File: src/rtl/aha_clock_div_switch_pkg.sv
// aha_clock_div_switch_pkg: shared defaults and parameter sanity helper for the clock divider switch
package aha_clock_div_switch_pkg;
  localparam int DEF_NUM_CH = 4;
  localparam int DEF_CNT_W = 8;
  localparam int DEF_CH_W = 2;
  function automatic logic ch_w_ok(input int num_ch, input int ch_w);
    return (1 << ch_w) >= num_ch;
  endfunction
endpackage

File: src/rtl/aha_clock_div_channel.sv
// aha_clock_div_channel: one divider channel producing a clock-enable pulse every div_cur+1 cycles
module aha_clock_div_channel #(
  parameter int CNT_W = 8,
  parameter int RESET_DIV = 0,
  parameter logic RESET_EN = 1'b1
) (
  input  logic             CLK,
  input  logic             RESETn,
  input  logic             apply,
  input  logic [CNT_W-1:0] apply_div,
  input  logic             apply_en,
  output logic             term,
  output logic             clk_en,
  output logic             active
);
  logic [CNT_W-1:0] cnt;
  logic [CNT_W-1:0] div_cur;
  assign term = active & (cnt == div_cur);
  // count through the period; the old terminal pulse survives an apply, which restarts the phase
  always_ff @(posedge CLK)
    if (!RESETn) begin
      cnt <= '0;
      div_cur <= CNT_W'(RESET_DIV);
      active <= RESET_EN;
      clk_en <= 1'b0;
    end else begin
      clk_en <= term;
      cnt <= (apply | term | ~active) ? '0 : cnt + 1'b1;
      if (apply) begin
        div_cur <= apply_div;
        active <= apply_en;
      end
    end
endmodule

File: src/rtl/aha_clock_div_switch.sv
// aha_clock_div_switch: NUM_CH clock-enable generators with boundary-aligned ratio/enable changes
module aha_clock_div_switch
  import aha_clock_div_switch_pkg::*;
#(
  parameter int NUM_CH = DEF_NUM_CH,
  parameter int CNT_W = DEF_CNT_W,
  parameter int CH_W = DEF_CH_W,
  parameter int RESET_DIV = 0,
  parameter logic [NUM_CH-1:0] RESET_EN = {NUM_CH{1'b1}}
) (
  input  logic              CLK,
  input  logic              RESETn,
  input  logic              REQ_VALID,
  output logic              REQ_READY,
  input  logic [CH_W-1:0]   REQ_CH,
  input  logic [CNT_W-1:0]  REQ_DIV,
  input  logic              REQ_EN,
  output logic              ACK_VALID,
  output logic [CH_W-1:0]   ACK_CH,
  output logic              ACK_ERR,
  output logic [NUM_CH-1:0] CLK_EN_OUT,
  output logic [NUM_CH-1:0] CH_ACTIVE
);
  logic              busy;
  logic              pend_en;
  logic [CH_W-1:0]   pend_ch;
  logic [CNT_W-1:0]  pend_div;
  logic [NUM_CH-1:0] term;
  logic [NUM_CH-1:0] apply;
  logic              bad;
  logic              done;
  if (!ch_w_ok(NUM_CH, CH_W)) begin : g_ch_w_check
    $error("CH_W too narrow to address NUM_CH channels");
  end
  assign REQ_READY = ~busy;
  assign bad = busy & (int'(pend_ch) >= NUM_CH);
  assign done = bad | (|apply);
  for (genvar i = 0; i < NUM_CH; i++) begin : g_ch
    assign apply[i] = busy & (pend_ch == CH_W'(i)) & (term[i] | ~CH_ACTIVE[i]);
    aha_clock_div_channel #(
      .CNT_W(CNT_W),
      .RESET_DIV(RESET_DIV),
      .RESET_EN(RESET_EN[i])
    ) u_ch (
      .CLK(CLK),
      .RESETn(RESETn),
      .apply(apply[i]),
      .apply_div(pend_div),
      .apply_en(pend_en),
      .term(term[i]),
      .clk_en(CLK_EN_OUT[i]),
      .active(CH_ACTIVE[i])
    );
  end
  // single pending slot: accept when free, release and acknowledge on apply or bad address
  always_ff @(posedge CLK)
    if (!RESETn) begin
      busy <= 1'b0;
      pend_ch <= '0;
      pend_div <= '0;
      pend_en <= 1'b0;
      ACK_VALID <= 1'b0;
      ACK_ERR <= 1'b0;
      ACK_CH <= '0;
    end else begin
      ACK_VALID <= done;
      ACK_ERR <= bad;
      if (done) ACK_CH <= pend_ch;
      if (done) busy <= 1'b0;
      else if (REQ_VALID & ~busy) begin
        busy <= 1'b1;
        pend_ch <= REQ_CH;
        pend_div <= REQ_DIV;
        pend_en <= REQ_EN;
      end
    end
endmodule

File: config.mk
export PLATFORM = sky130hd
export DESIGN_NAME = aha_clock_div_switch
export DESIGN_NICKNAME = d
export VERILOG_FILES = /design/src/rtl/aha_clock_div_switch_pkg.sv /design/src/rtl/aha_clock_div_channel.sv /design/src/rtl/aha_clock_div_switch.sv
export SDC_FILE = /design/constraint.sdc
export NUM_CORES = 1
export LEC_CHECK = 0
export ABC_AREA = 1
export BUFFER_PORTS_ARGS = -buffer_cell sky130_fd_sc_hd__buf_4
export CAP_MARGIN = 20
export CELL_PAD_IN_SITES_DETAIL_PLACEMENT = 0
export CELL_PAD_IN_SITES_GLOBAL_PLACEMENT = 2
export CORE_MARGIN = 2
export CORE_UTILIZATION = 32
export DETAILED_ROUTE_END_ITERATION = 7
export PLACE_DENSITY_LB_ADDON = 0.05
export SLEW_MARGIN = 20
export SYNTH_ARGS = -nofsm -noshare
export SYNTH_HDL_FRONTEND = slang
export SYNTH_SLANG_ARGS = --single-unit
File: constraint.sdc
create_clock -name CLK -period 1.3 [get_ports CLK]
set_clock_uncertainty 0.1 [all_clocks]
set_input_delay 0 -clock CLK [delete_from_list [all_inputs] [get_ports CLK]]
set_output_delay 0 -clock CLK [all_outputs]
set_load 0.005 [all_outputs]
* After elaboration in Yosys (flattened, before gate mapping)
Index checks and enable logic that the tools add are counted.
** Word-level totals
- Register bits after elaboration :: 87
- Output and inout bits :: 13
- Word-level logic and storage cells :: 73
** Cells by class
- Add/sub/neg operators :: 4
- Equality and inequality tests :: 7
- Bitwise operators :: 32
- Reduce and logical (&&, ||, !) cells :: 8
** Operator list (number)
- $add 8x1->8 const B :: 4
- $eq 8x8->1 :: 4
- $and 1x1->1 :: 13
- $or 1x1->1 :: 12
- $reduce_or 2->1 :: 4
- $not 1->1 :: 7
- $reduce_or 5->1 :: 1
- $eq 2x2->1 const B :: 2
- $reduce_or 4->1 :: 1
- $eq 2x1->1 const B :: 1
- $logic_not 2->1 :: 1
- $reduce_and 2->1 :: 1

* Depth between registers and ports, before layout
- Depth after elaboration :: 7
- Depth in mapped cells :: 13
- Depth with buffers taken out :: 13

* By module
From an unflattened synthesis, not the netlist that was laid out.
** Second synthesis, totals
- Cells, all modules :: 535
- Area total of the unflattened synthesis :: 3873.7 um^2
** By module, submodules not included
- aha_clock_div_channel :: times used 4, cells an instance 108, area each 793.3 um^2
- aha_clock_div_switch :: times used 1, cells an instance 103, area each 700.7 um^2

* Least setup slack after synthesis
OpenSTA, ideal clock, no wires.
- Path type :: register to register
- Start :: register g_ch[1].u_ch.cnt[0]
- End :: register g_ch[1].u_ch.div_cur[2]
- Setup time :: 0.113 ns
- Arrival :: 1.178 ns
- Slack :: -0.091 ns
- Stages on the path, launching flop included :: 10
- Path buffers :: 1
- Period minus slack after synthesis :: 1.391 ns
- Cells stage by stage :: dfxtp_1 -> xnor2_1 -> nand2_1 -> nor2_1 -> nand2_2 -> nand2_1 -> nand2_2 -> buf_6 -> o21ai_1 -> nor2_1
** On the way
- Word-level cells in the longest chain between the ends :: 4
** Ends and longest elaborated chain
- start, declared :: line aha_clock_div_channel.sv:16 : logic [CNT_W-1:0] cnt;
- start signal, assigned :: line aha_clock_div_channel.sv:28 : cnt <= (apply | term | ~active) ? '0 : cnt + 1'b1;
- $eq 8x8->1 :: line aha_clock_div_channel.sv:18 : assign term = active & (cnt == div_cur);
- $and 1x1->1 :: line aha_clock_div_channel.sv:18
- $or 1x1->1 :: line aha_clock_div_switch.sv:39 : assign apply[i] = busy & (pend_ch == CH_W'(i)) & (term[i] | ~CH_ACTIVE[i]);
- $and 1x1->1 :: line aha_clock_div_switch.sv:39
- end signal, assigned :: line aha_clock_div_channel.sv:23 : div_cur <= CNT_W'(RESET_DIV);
- end signal, assigned :: line aha_clock_div_channel.sv:30 : div_cur <= apply_div;
- end, declared :: line aha_clock_div_channel.sv:17 : logic [CNT_W-1:0] div_cur;
No other way between the ends.
A chain may end at the register's enable or synchronous reset.

* Final worst setup path
- Start :: register g_ch[0].u_ch.div_cur[5]
- End :: register ACK_CH[0]
** On the way
- Word-level cells in the longest chain between the ends :: 5
** Ends and longest elaborated chain
- start, declared :: line aha_clock_div_channel.sv:17
- start signal, assigned :: line aha_clock_div_channel.sv:23
- start signal, assigned :: line aha_clock_div_channel.sv:30
- $eq 8x8->1 :: line aha_clock_div_channel.sv:18
- $and 1x1->1 :: line aha_clock_div_channel.sv:18
- $or 1x1->1 :: line aha_clock_div_switch.sv:39
- $and 1x1->1 :: line aha_clock_div_switch.sv:39
- $reduce_or 4->1 :: line aha_clock_div_switch.sv:37 : assign done = bad | (|apply);
- end signal, assigned :: line aha_clock_div_switch.sv:68 : if (done) ACK_CH <= pend_ch;
- end, declared :: line aha_clock_div_switch.sv:19 : output logic [CH_W-1:0] ACK_CH,
No other way between the ends.

==> impl_metrics.json <==
{
  "status": "finished, violations left",
  "failed_checks": "setup timing",
  "netlist_area_mm2": 0.00378,
  "seqPwrFrac_pct": 34.1,
  "peakVddDrop_v": 0.00110,
  "pwr_density_cell_mw_per_mm2": 1710,
  "rr_endpoint": "ACK_CH[0]",
  "power_frac_clock_pct": 23.2,
  "final-max-slew-violation-count": 0,
  "worstHoldStart": "REQ_DIV[2]",
  "critical_path_arrival_ps": 1650,
  "fillers": 1127,
  "grt_pass1_wl_um": 16000,
  "drt_iter0_drc": 74,
  "dr.pass1.iters": 4,
  "clk_pin_slew_ps": 60,
  "synth.avg_cell_area_um2": 7.64,
  "internal_power_mw": 6.68,
  "final_area_mm2": 0.00602,
  "die_width_um": 113,
  "crit_type": "flip-flop to flip-flop",
  "synth_cells": 494,
  "grt_overflow": 0,
  "worst_slack_ps": -156,
  "post-synth-top-area-fraction_pct": 46.1,
  "cts_made_buffers": 9,
  "place_hpwl_um": 6390,
  "yosysTopAreaCell": "dfxtp_1",
  "grt_usage_pct": 16.2,
  "setup-violations-final": 70,
  "die_y_um": 113,
  "min_path_type": "input pin to flip-flop",
  "final_cell_mix": "buf_4 (109), nor2_1 (72), nand2_1 (66), dfxtp_1 (41), dfxtp_2 (41)",
  "end_kind": "flip-flop",
  "cp-start-kind": "flip-flop",
  "num_io_pins": 27,
  "hold_viol": 0,
  "die-area_mm2": 0.0127,
  "final_common_cell": "buf_4",
  "sw_frac_of_total_pct": 35.2,
  "fin_nets": 657,
  "synth_cell_types": 29,
  "grt_pass1_vias": 3385,
  "start_util_pct": 32.9,
  "clk-insertion-delay-late_ps": 340,
  "yosys_warnings": 0,
  "comb_power_share_pct": 42.7,
  "antenna_found_initial": 0,
  "clockBufferDepth": 2,
  "place_area_mm2": 0.00471,
  "path_max_fanout": 7,
  "num_vias": 3494,
  "reg2reg_depth": 11,
  "coreArea_mm2": 0.0115,
  "ctsHtreeMaxLevel": 3,
  "post-route-period-util_pct": 112,
  "clock-sinks": 87,
  "multi_input_area_mm2": 0.00226,
  "viasPerCell": 4.45,
  "whs_path_depth": 4,
  "wire_per_inst_um": 12.3,
  "routed_wl_um": 9620,
  "antenna_cells": 0,
  "synth_nets": 512,
  "syn_to_final_growth_pct": 59.4,
  "grt_max_degree": 27,
  "cts_tree": "built",
  "min_to": "pend_div[2]",
  "setup-tns-final_ps": -5790,
  "rrSetupSlack_ps": -160,
  "place.gp.congestion": 0.734,
  "max_freq_mhz": 687,
  "ant_nets": 0,
  "max_cap_violations": 0,
  "drc": 0,
  "p_leak_nw": 2.53,
  "num_rows": 39,
  "clockRootBuffer": "clkbuf_16",
  "ys_seq_elements": 87,
  "seq_area_frac_synth_pct": 46.1,
  "io_buffer_count": 25,
  "drive_gt1_share_pct": 52.3,
  "cp.required_ps": 1490,
  "rsz0062_at_grt": "true",
  "reg2reg_from": "g_ch[0].u_ch.div_cur[5]",
  "p_switching_mw": 3.63,
  "seqCellArea_mm2": 0.00181,
  "synth_area_leaders": "dfxtp_1 (46%), nor2_1 (9.7%), nand2_1 (8.2%)",
  "period_needed_ps": 1460
}
==> per-stage QoR <==
stage | instances | total power [mW] | worst slack (ps) | util, % | hold slack (ps)
6_report | 785 | 10.3 | -156 | 52.5 | 341
2_1_floorplan | 494 | 5.11 | -41.6 | - | 64.8
5_1_grt | 785 | 11.0 | -277 | 52.5 | 363
3_5_place_dp | 730 | 6.37 | -211 | 41.0 | 165
4_1_cts | 776 | 9.60 | -154 | 48.4 | 339
3_3_place_gp | 730 | 6.33 | -188 | 41.0 | 157
==> sequential cells by signal (all words and copies together), names as in the netlist, 2 cells and up <==
name	flops
ACK_CH	2
g_ch.u_ch.active	4
g_ch.u_ch.clk_en	4
g_ch.u_ch.cnt	32
g_ch.u_ch.div_cur	32
pend_ch	2
pend_div	8
==> routing by layer <==
layer	share of wire, %	up-vias	wire, um	track usage, %
met1	49	1606	4750	21.2
li1	-	1840	-	-
met3	3.2	10	305	5.08
met5	0	-	0	0
met4	1.1	0	109	4.63
met2	46	38	4450	25.7
==> power groups by stage <==
stage	logic (mW)	registers [mW]	clock network [mW]
finish	4.40	3.51	2.40
CTS	3.63	3.47	2.50
detailed placement	2.89	3.48	0
floorplan	1.73	3.39	0
global route	4.84	3.57	2.61
global placement	2.86	3.47	0
==> worst max-delay path, stage by stage, from the launching register on <==
cell     delay [ps]
dfxtp_2         330
xnor2_2         140
nand2_1         100
nor2_4          130
nand2_4          70
nand2_4         100
nand2_8          90
nand2_4         100
inv_2            50
nand2_4          70
nand3_2          50
nand2_1          50
==> timing repair <==
item                                    in CTS  in global routing
gates resized for setup                     96                121
endpoints found under the setup margin      65                 87
hold endpoints to repair                    25                  0
hold buffers                                13                  0
cloned                                       4                  0
pin swaps                                   34                 52
setup buffers                               16                 11
==> Yosys cell counts, drive strengths merged <==
library cell  number
nor2              99
or2                1
conb               1
clkbuf             5
ha                 4
nand3             16
xor2               9
nand4              3
nor3b              4
dfxtp             87
nor3              12
inv               51
buf               15
o21ai             44
o211ai             4
a21oi             19
nand2             96
xnor2             24
==> cells by family (layout without fill, tap and decap cells) <==
kind of cell | after synthesis | after routing | share of synthesized area, %
AOI/OAI and AO/OA | 67 | 67 | 9.28
xor gates and xnor gates | 33 | 33 | 7.65
adders and majority gates | 4 | 4 | 1.33
buffers and inverters | 71 | 216 | 8.78
DFF | 87 | 87 | 46.1
other | 1 | 1 | 0.0993
and+or+nand+nor | 231 | 234 | 26.7
==> layout make-up <==
cell class / count / area share (%)
multi-input combinational: 339 / 37.6
sequential: 87 / 30.1
clock inverter: 1 / 0.0832
clock buffer: 13 / 4.32
tap: 143 / 2.97
timing repair buffer: 151 / 21.4
inverter: 51 / 3.58
==> worst max path at each step <==
stage / startpoint / end / slack [ps]
CTS: g_ch[1].u_ch.cnt[2] / g_ch[1].u_ch.div_cur[0] / -150
global route: g_ch[1].u_ch.cnt[7] / ACK_CH[0] / -280
detailed placement: g_ch[2].u_ch.cnt[0] / ACK_CH[0] / -210
global placement: g_ch[2].u_ch.cnt[0] / ACK_CH[0] / -190
finish: g_ch[0].u_ch.div_cur[5] / ACK_CH[0] / -160
floorplan: g_ch[1].u_ch.cnt[5] / g_ch[1].u_ch.div_cur[2] / -40
No activity file was read; power rests on OpenSTA's default activity.
